**src/rtl/muldiv_sequencer.sv**
```systemverilog
// muldiv_sequencer: iterative multiply/divide engine that owns the architectural Hi/Lo pair.
// One shift-add (multiply) or restoring shift-subtract (divide) step per cycle, followed by a
// sign-fix cycle that loads Hi/Lo. Stall holds an ID-stage mfhi/mflo until the result lands.
// Build option: define MULDIV_DIV_EN to include the divide datapath and the DivByZero flag;
// without it, div/divu issues are ignored and DivByZero is tied low.
module muldiv_sequencer #(
  parameter int unsigned DATA_W = 32,
  parameter int unsigned CNT_W  = 6
) (
  input  logic              Clk,
  input  logic              Reset,
  input  logic              Start,
  input  logic [1:0]        Op,
  input  logic [DATA_W-1:0] OperandA,
  input  logic [DATA_W-1:0] OperandB,
  input  logic              Flush,
  input  logic              HiLoRead,
  output logic              Busy,
  output logic              Stall,
  output logic [DATA_W-1:0] Hi,
  output logic [DATA_W-1:0] Lo,
  output logic              Done,
  output logic              DivByZero
);

  localparam int unsigned ACC_W = 2 * DATA_W;

  typedef enum logic [1:0] {StIdle, StRun, StFix, StDone} stateE;

  stateE             state;
  logic [CNT_W-1:0]  cnt;
  logic [ACC_W-1:0]  acc;
  logic [DATA_W-1:0] aReg;     // multiplicand, or dividend shifting out MSB-first
  logic [DATA_W-1:0] bReg;     // multiplier shifting out LSB-first, or divisor
  logic              signA;
  logic              signB;
  logic              isSigned;
  logic [DATA_W-1:0] hiReg;
  logic [DATA_W-1:0] loReg;

  logic              canStart;
  logic              legalOp;
  logic              accept;
  logic              opSigned;
  logic [DATA_W-1:0] magA;
  logic [DATA_W-1:0] magB;
  logic [DATA_W:0]   mulSum;
  logic [ACC_W-1:0]  accStep;
  logic [DATA_W-1:0] aStep;
  logic [DATA_W-1:0] bStep;
  logic [ACC_W-1:0]  mulFix;

`ifdef MULDIV_DIV_EN
  logic              isDiv;
  logic              divZero;
  logic              dbzReg;
  logic [DATA_W:0]   remTmp;
  logic [DATA_W:0]   divDiff;
  logic              qBit;
  logic [DATA_W-1:0] newRem;
  logic [DATA_W-1:0] quotFix;
  logic [DATA_W-1:0] remFix;
`endif

  // Issue decode, operand magnitudes and one iteration step of the active datapath.
  always_comb begin
    canStart = (state == StIdle) || (state == StDone);
`ifdef MULDIV_DIV_EN
    legalOp  = 1'b1;
`else
    legalOp  = ~Op[1];
`endif
    accept   = Start & ~Flush & legalOp & canStart;
    opSigned = ~Op[0];
    magA     = (opSigned & OperandA[DATA_W-1]) ? -OperandA : OperandA;
    magB     = (opSigned & OperandB[DATA_W-1]) ? -OperandB : OperandB;

    // Right-shifting multiply: add multiplicand into the high half, shift the whole pair.
    mulSum   = {1'b0, acc[ACC_W-1:DATA_W]} + (bReg[0] ? {1'b0, aReg} : '0);
    accStep  = {mulSum, acc[DATA_W-1:1]};
    aStep    = aReg;
    bStep    = bReg >> 1;
    mulFix   = (isSigned & (signA ^ signB)) ? -acc : acc;

`ifdef MULDIV_DIV_EN
    // Restoring divide: remainder in the high half, quotient bits enter the low half.
    remTmp   = {acc[ACC_W-1:DATA_W], aReg[DATA_W-1]};
    divDiff  = remTmp - {1'b0, bReg};
    qBit     = ~divDiff[DATA_W];
    newRem   = qBit ? divDiff[DATA_W-1:0] : remTmp[DATA_W-1:0];
    quotFix  = (isSigned & (signA ^ signB)) ? -acc[DATA_W-1:0] : acc[DATA_W-1:0];
    remFix   = (isSigned & signA) ? -acc[ACC_W-1:DATA_W] : acc[ACC_W-1:DATA_W];
    if (isDiv) begin
      accStep = {newRem, acc[DATA_W-2:0], qBit};
      aStep   = aReg << 1;
      bStep   = bReg;
    end
`endif
  end

  // Sequencer FSM with the iteration registers and the architectural Hi/Lo pair.
  always_ff @(posedge Clk or negedge Reset) begin
    if (!Reset) begin
      state    <= StIdle;
      cnt      <= '0;
      acc      <= '0;
      aReg     <= '0;
      bReg     <= '0;
      signA    <= 1'b0;
      signB    <= 1'b0;
      isSigned <= 1'b0;
      hiReg    <= '0;
      loReg    <= '0;
`ifdef MULDIV_DIV_EN
      isDiv    <= 1'b0;
      divZero  <= 1'b0;
      dbzReg   <= 1'b0;
`endif
    end else begin
      case (state)
        StIdle, StDone: begin
          if (accept) begin
            cnt      <= '0;
            acc      <= '0;
            aReg     <= magA;
            bReg     <= magB;
            signA    <= opSigned & OperandA[DATA_W-1];
            signB    <= opSigned & OperandB[DATA_W-1];
            isSigned <= opSigned;
            state    <= StRun;
`ifdef MULDIV_DIV_EN
            dbzReg   <= 1'b0;
            isDiv    <= Op[1];
            divZero  <= Op[1] & (OperandB == '0);
            // Divide by zero skips iteration; Hi reports the raw dividend.
            if (Op[1] && (OperandB == '0)) begin
              aReg  <= OperandA;
              state <= StFix;
            end
`endif
          end else begin
            state <= StIdle;
          end
        end
        StRun: begin
          if (Flush) begin
            state <= StIdle;
          end else begin
            acc  <= accStep;
            aReg <= aStep;
            bReg <= bStep;
            cnt  <= cnt + CNT_W'(1);
            if (cnt == CNT_W'(DATA_W - 1)) state <= StFix;
          end
        end
        StFix: begin
          if (Flush) begin
            state <= StIdle;
          end else begin
            {hiReg, loReg} <= mulFix;
`ifdef MULDIV_DIV_EN
            if (divZero) begin
              hiReg  <= aReg;
              loReg  <= '1;
              dbzReg <= 1'b1;
            end else if (isDiv) begin
              hiReg <= remFix;
              loReg <= quotFix;
            end
`endif
            state <= StDone;
          end
        end
        default: state <= StIdle;
      endcase
    end
  end

  assign Busy  = (state == StRun) || (state == StFix);
  assign Done  = (state == StDone);
  assign Stall = HiLoRead & (Busy | accept);
  assign Hi    = hiReg;
  assign Lo    = loReg;
`ifdef MULDIV_DIV_EN
  assign DivByZero = dbzReg;
`else
  assign DivByZero = 1'b0;
`endif

endmodule

```
**config.mk**
```make
export PLATFORM = sky130hd
export DESIGN_NAME = muldiv_sequencer
export DESIGN_NICKNAME = d
export VERILOG_FILES = /design/src/rtl/muldiv_sequencer.sv
export SDC_FILE = /design/constraint.sdc
export NUM_CORES = 1
export LEC_CHECK = 0
export BUFFER_PORTS_ARGS = -buffer_cell sky130_fd_sc_hd__buf_2
export CAP_MARGIN = 25
export CORE_ASPECT_RATIO = 1.25
export CORE_UTILIZATION = 47
export CTS_CLUSTER_DIAMETER = 50
export DETAILED_ROUTE_END_ITERATION = 10
export GPL_TIMING_DRIVEN = 0
export PLACE_DENSITY = 0.75
export RECOVER_POWER = 25
export SYNTH_ARGS = -nofsm -noshare
export SYNTH_HDL_FRONTEND = slang
export SYNTH_SLANG_ARGS = --single-unit
```
**constraint.sdc**
```tcl
create_clock -name Clk -period 6 [get_ports Clk]
set_clock_uncertainty 0.2 [all_clocks]
set_input_delay 0.6 -clock Clk [delete_from_list [all_inputs] [get_ports Clk]]
set_output_delay 0.6 -clock Clk [all_outputs]
set_load 0.01 [all_outputs]
```
==> impl_metrics.json <==
{
  "synth_top_family_by_area": "compound AO/OA/AOI/OAI gates",
  "critPathSlowestCell": "clkbuf_1",
  "end_kind": "flip-flop",
  "slew_violations": 0,
  "critPathArrivalTime_ns": 4.07,
  "num_antenna_cells": 0,
  "criticalPathCategory": "reg2reg",
  "cp_top_family": "buffers and inverters",
  "power.leakage_nw": 6.30,
  "dp_slack_ns": 2.22,
  "vias": 11000,
  "ys_ff_latch": 203,
  "design.die.area_mm2": 0.0269,
  "synth_fa_ha_area_frac": 0.0412,
  "ff_latch_area_mm2": 0.00508,
  "hp-class": "in2reg",
  "avgSynthCellArea_um2": 8.71,
  "stdcell_count": 1927,
  "initial_core_util": 0.483,
  "synth-edff-count": 0,
  "synthArstFlopShare": 1.00,
  "cp-start-kind": "flip-flop",
  "drc": 0,
  "finalSetupViolations": 0,
  "grt_use_total": 0.248,
  "fin_crit_sh": 0.639,
  "muxShareOfSynthArea": 0,
  "pwr_density_cell_mw_per_mm2": 254,
  "tightest_slew_ns": 0.986,
  "cp_max_fo": 10,
  "clk_pin_slew_ns": 0.06,
  "cts_sinks": 203,
  "grt_pass1_wl_mm": 54.2,
  "routabilityCongestion": 0.939,
  "syn_inst": 1415,
  "final_nets": 1690,
  "drt-total-wl_mm": 33.2,
  "ioPinCount": 139,
  "wire_per_inst_um": 17.2,
  "dp_cells": 1888,
  "yosysTopAreaCellShare": 0.412,
  "insertion_delay_ns": 0.51,
  "setup_ws_ns": 2.17,
  "synth_compound_area_frac": 0.228,
  "rsz0062_at_grt": "no",
  "antenna_found_initial": 0,
  "drive_above_1_share": 0.102,
  "synth-xor-area-share": 0.100,
  "final_util": 0.554,
  "rows": 65,
  "fin_tns_setup_ns": 0,
  "clock_path_buffers": 3,
  "fin_crit_ns": 3.83,
  "dp_hpwl_mm": 25.5,
  "cts_root_buffer": "clkbuf_16",
  "max_freq_mhz": 261,
  "die_w_um": 147,
  "synth-simple-area-share": 0.184,
  "portBuffers": 137,
  "die_y_um": 183,
  "yosys_warnings": 0,
  "grt_max_degree": 122,
  "core_mm2": 0.0255,
  "ant_nets": 0,
  "cts_htree_levels": 1,
  "synthDistinctLibCells": 66,
  "irDropWorstVdd_v": 0.000148,
  "dr.first_iter.drc_count": 579,
  "synth_area_mm2": 0.0123,
  "grt_overflow": 0,
  "multi_input_area_mm2": 0.00682,
  "critPathBufInv": 5,
  "grt_pass1_vias": 10800,
  "nFillCells": 2342,
  "reg2reg_depth": 11,
  "cp.required_ns": 6.23,
  "cap_violations": 0,
  "syn_nets": 1526,
  "ctsResizeCount": 0,
  "numCtsBuffers": 23,
  "via_per_inst": 5.73,
  "power_w": 0.00359,
  "status": "finished, final reports clean",
  "yosys.area.top_type": "dfrtp_1",
  "path_depth": 11,
  "holdPathStages": 3,
  "slowest_delay_ns": 0.61,
  "area_growth_pct": 14.9,
  "relSlewSlack": 0.338,
  "cts_tree": "done",
  "synthFlopType": "dfrtp_1",
  "yosysSeqAreaShare": 0.412,
  "firstDrtPassIters": 6,
  "hold_viol_final": 0,
  "worstPathCellList": "inv_1 -> ha_1 -> inv_1 -> or4_1 -> clkbuf_1 -> nor2_1 -> nor2_1 -> clkbuf_1 -> buf_1 -> a22oi_1 -> nand2_1",
  "yosys-top-cells-area": "dfrtp_1 41%, o21ai_0 8.4%, nand2_1 5.8%"
}
## per-layer routing
metal | GRT usage | part of all wire
met2 | 0.428 | 0.48
met5 | 0 | 0
met3 | 0.0266 | 0.059
met1 | 0.327 | 0.43
met4 | 0.0783 | 0.027
## stage by stage
step	hold slack (ns)	cell area, um^2
2_1_floorplan	0.104	12300
3_3_place_gp	0.252	13400
3_5_place_dp	0.263	13500
4_1_cts	0.173	14200
5_1_grt	0.190	14200
6_report	0.179	14200
## cells in the mapped netlist, types with 6 or more instances
library cell,instances
nand2_1,191
and2_1,37
xnor2_1,70
nand2b_1,12
xor2_1,71
o41ai_1,6
a31oi_1,19
a22oi_1,30
and3_1,6
nand4_1,17
buf_1,7
dfrtp_1,203
nor2b_1,9
nor2_1,89
a21o_1,13
a22o_1,32
or3_1,19
clkbuf_1,65
or2_2,6
or4_1,13
o211ai_1,10
nand3_1,18
o31ai_1,18
a21oi_1,71
ha_1,39
nor3_1,23
o21ai_0,207
nor4_1,17
inv_1,24
## cell usage in the layout, fill, tap and decap left out, types with 4 or more instances in the layout
cell type,synthesis,routed
o21ai_0,207,207
and3_1,6,6
nand2_1,191,191
o211ai_1,10,10
clkbuf_1,65,104
nor3_1,23,23
nand3_1,18,18
or3_1,19,19
a21oi_1,71,71
xnor2_1,70,70
buf_1,7,7
xor2_1,71,71
inv_1,24,24
a22o_1,32,32
buf_2,1,101
dfrtp_1,203,203
or4_1,13,13
a32o_1,4,4
nor2_1,89,89
nor3b_1,5,5
and2_1,37,37
o31ai_1,18,18
a211oi_1,5,5
nand4_1,17,17
o21a_1,5,5
nand2b_1,12,12
a21o_1,13,13
ha_1,39,39
o41ai_1,6,6
a31oi_1,19,19
nor2b_1,9,9
clkbuf_16,0,23
or2_2,6,6
nor4_1,17,17
a22oi_1,30,30
## state kept, by name, summed over array words and instances (netlist names)
signal,cells
acc,64
Hi,32
Lo,32
aReg,32
bReg,32
cnt,6
state,2
isSigned,1
signA,1
signB,1
## report_power, final
part	internal (W)	switching [W]
combinational	0.000258	0.000410
clock	0.000789	0.000561
sequential	0.00149	0.0000847
## path summary, 6_finish.rpt
| path | slack, ns | end | from |
|---|---|---|---|
| max in group asynchronous | 4.13 | Lo[4] | Reset |
| worst max-delay path | 2.17 | bReg[26] | state[0] |
| worst max register to register | 2.17 | bReg[26] | state[0] |
| worst min-delay path | 0.18 | aReg[1] | OperandA[1] |
| worst min register to register | 0.27 | aReg[29] | aReg[29] |
| min in group asynchronous | 0.46 | bReg[12] | Reset |
## worst register-to-register path, cell delays in order (launching register included)
cell and delay, ns:
dfrtp_1 0.38, inv_1 0.07, ha_1 0.39, inv_1 0.16
or4_1 0.12, clkbuf_1 0.31, nor2_1 0.23, nor2_1 0.48
clkbuf_1 0.61, buf_1 0.55, a22oi_1 0.14, nand2_1 0.11
## logic make-up after synthesis
kind of cell,Yosys count
XOR/XNOR,141
flip-flops,203
buffers and inverters,102
AND/OR/NAND/NOR,473
other,1
AO/OA/AOI/OAI,455
adder cells (fa/ha/maj),40
## layout make-up
type / instances / share of cell area
well taps: 335 / 0.0296
plain buffers: 78 / 0.0232
multi-input cells: 1110 / 0.482
inverters: 24 / 0.00636
clock inverters: 9 / 0.00698
repair buffers: 139 / 0.0486
flip-flops and latches: 203 / 0.359
clock buffers: 29 / 0.0444
## timing repair
| action | in CTS | in global routing |
|---|---|---|
| setup endpoints to repair | 0 | 0 |
| hold buffers | 1 | 0 |
| buffers inserted | 0 | 0 |
| hold endpoints to repair | 82 | 0 |
(Power assumes the default switching activity.)
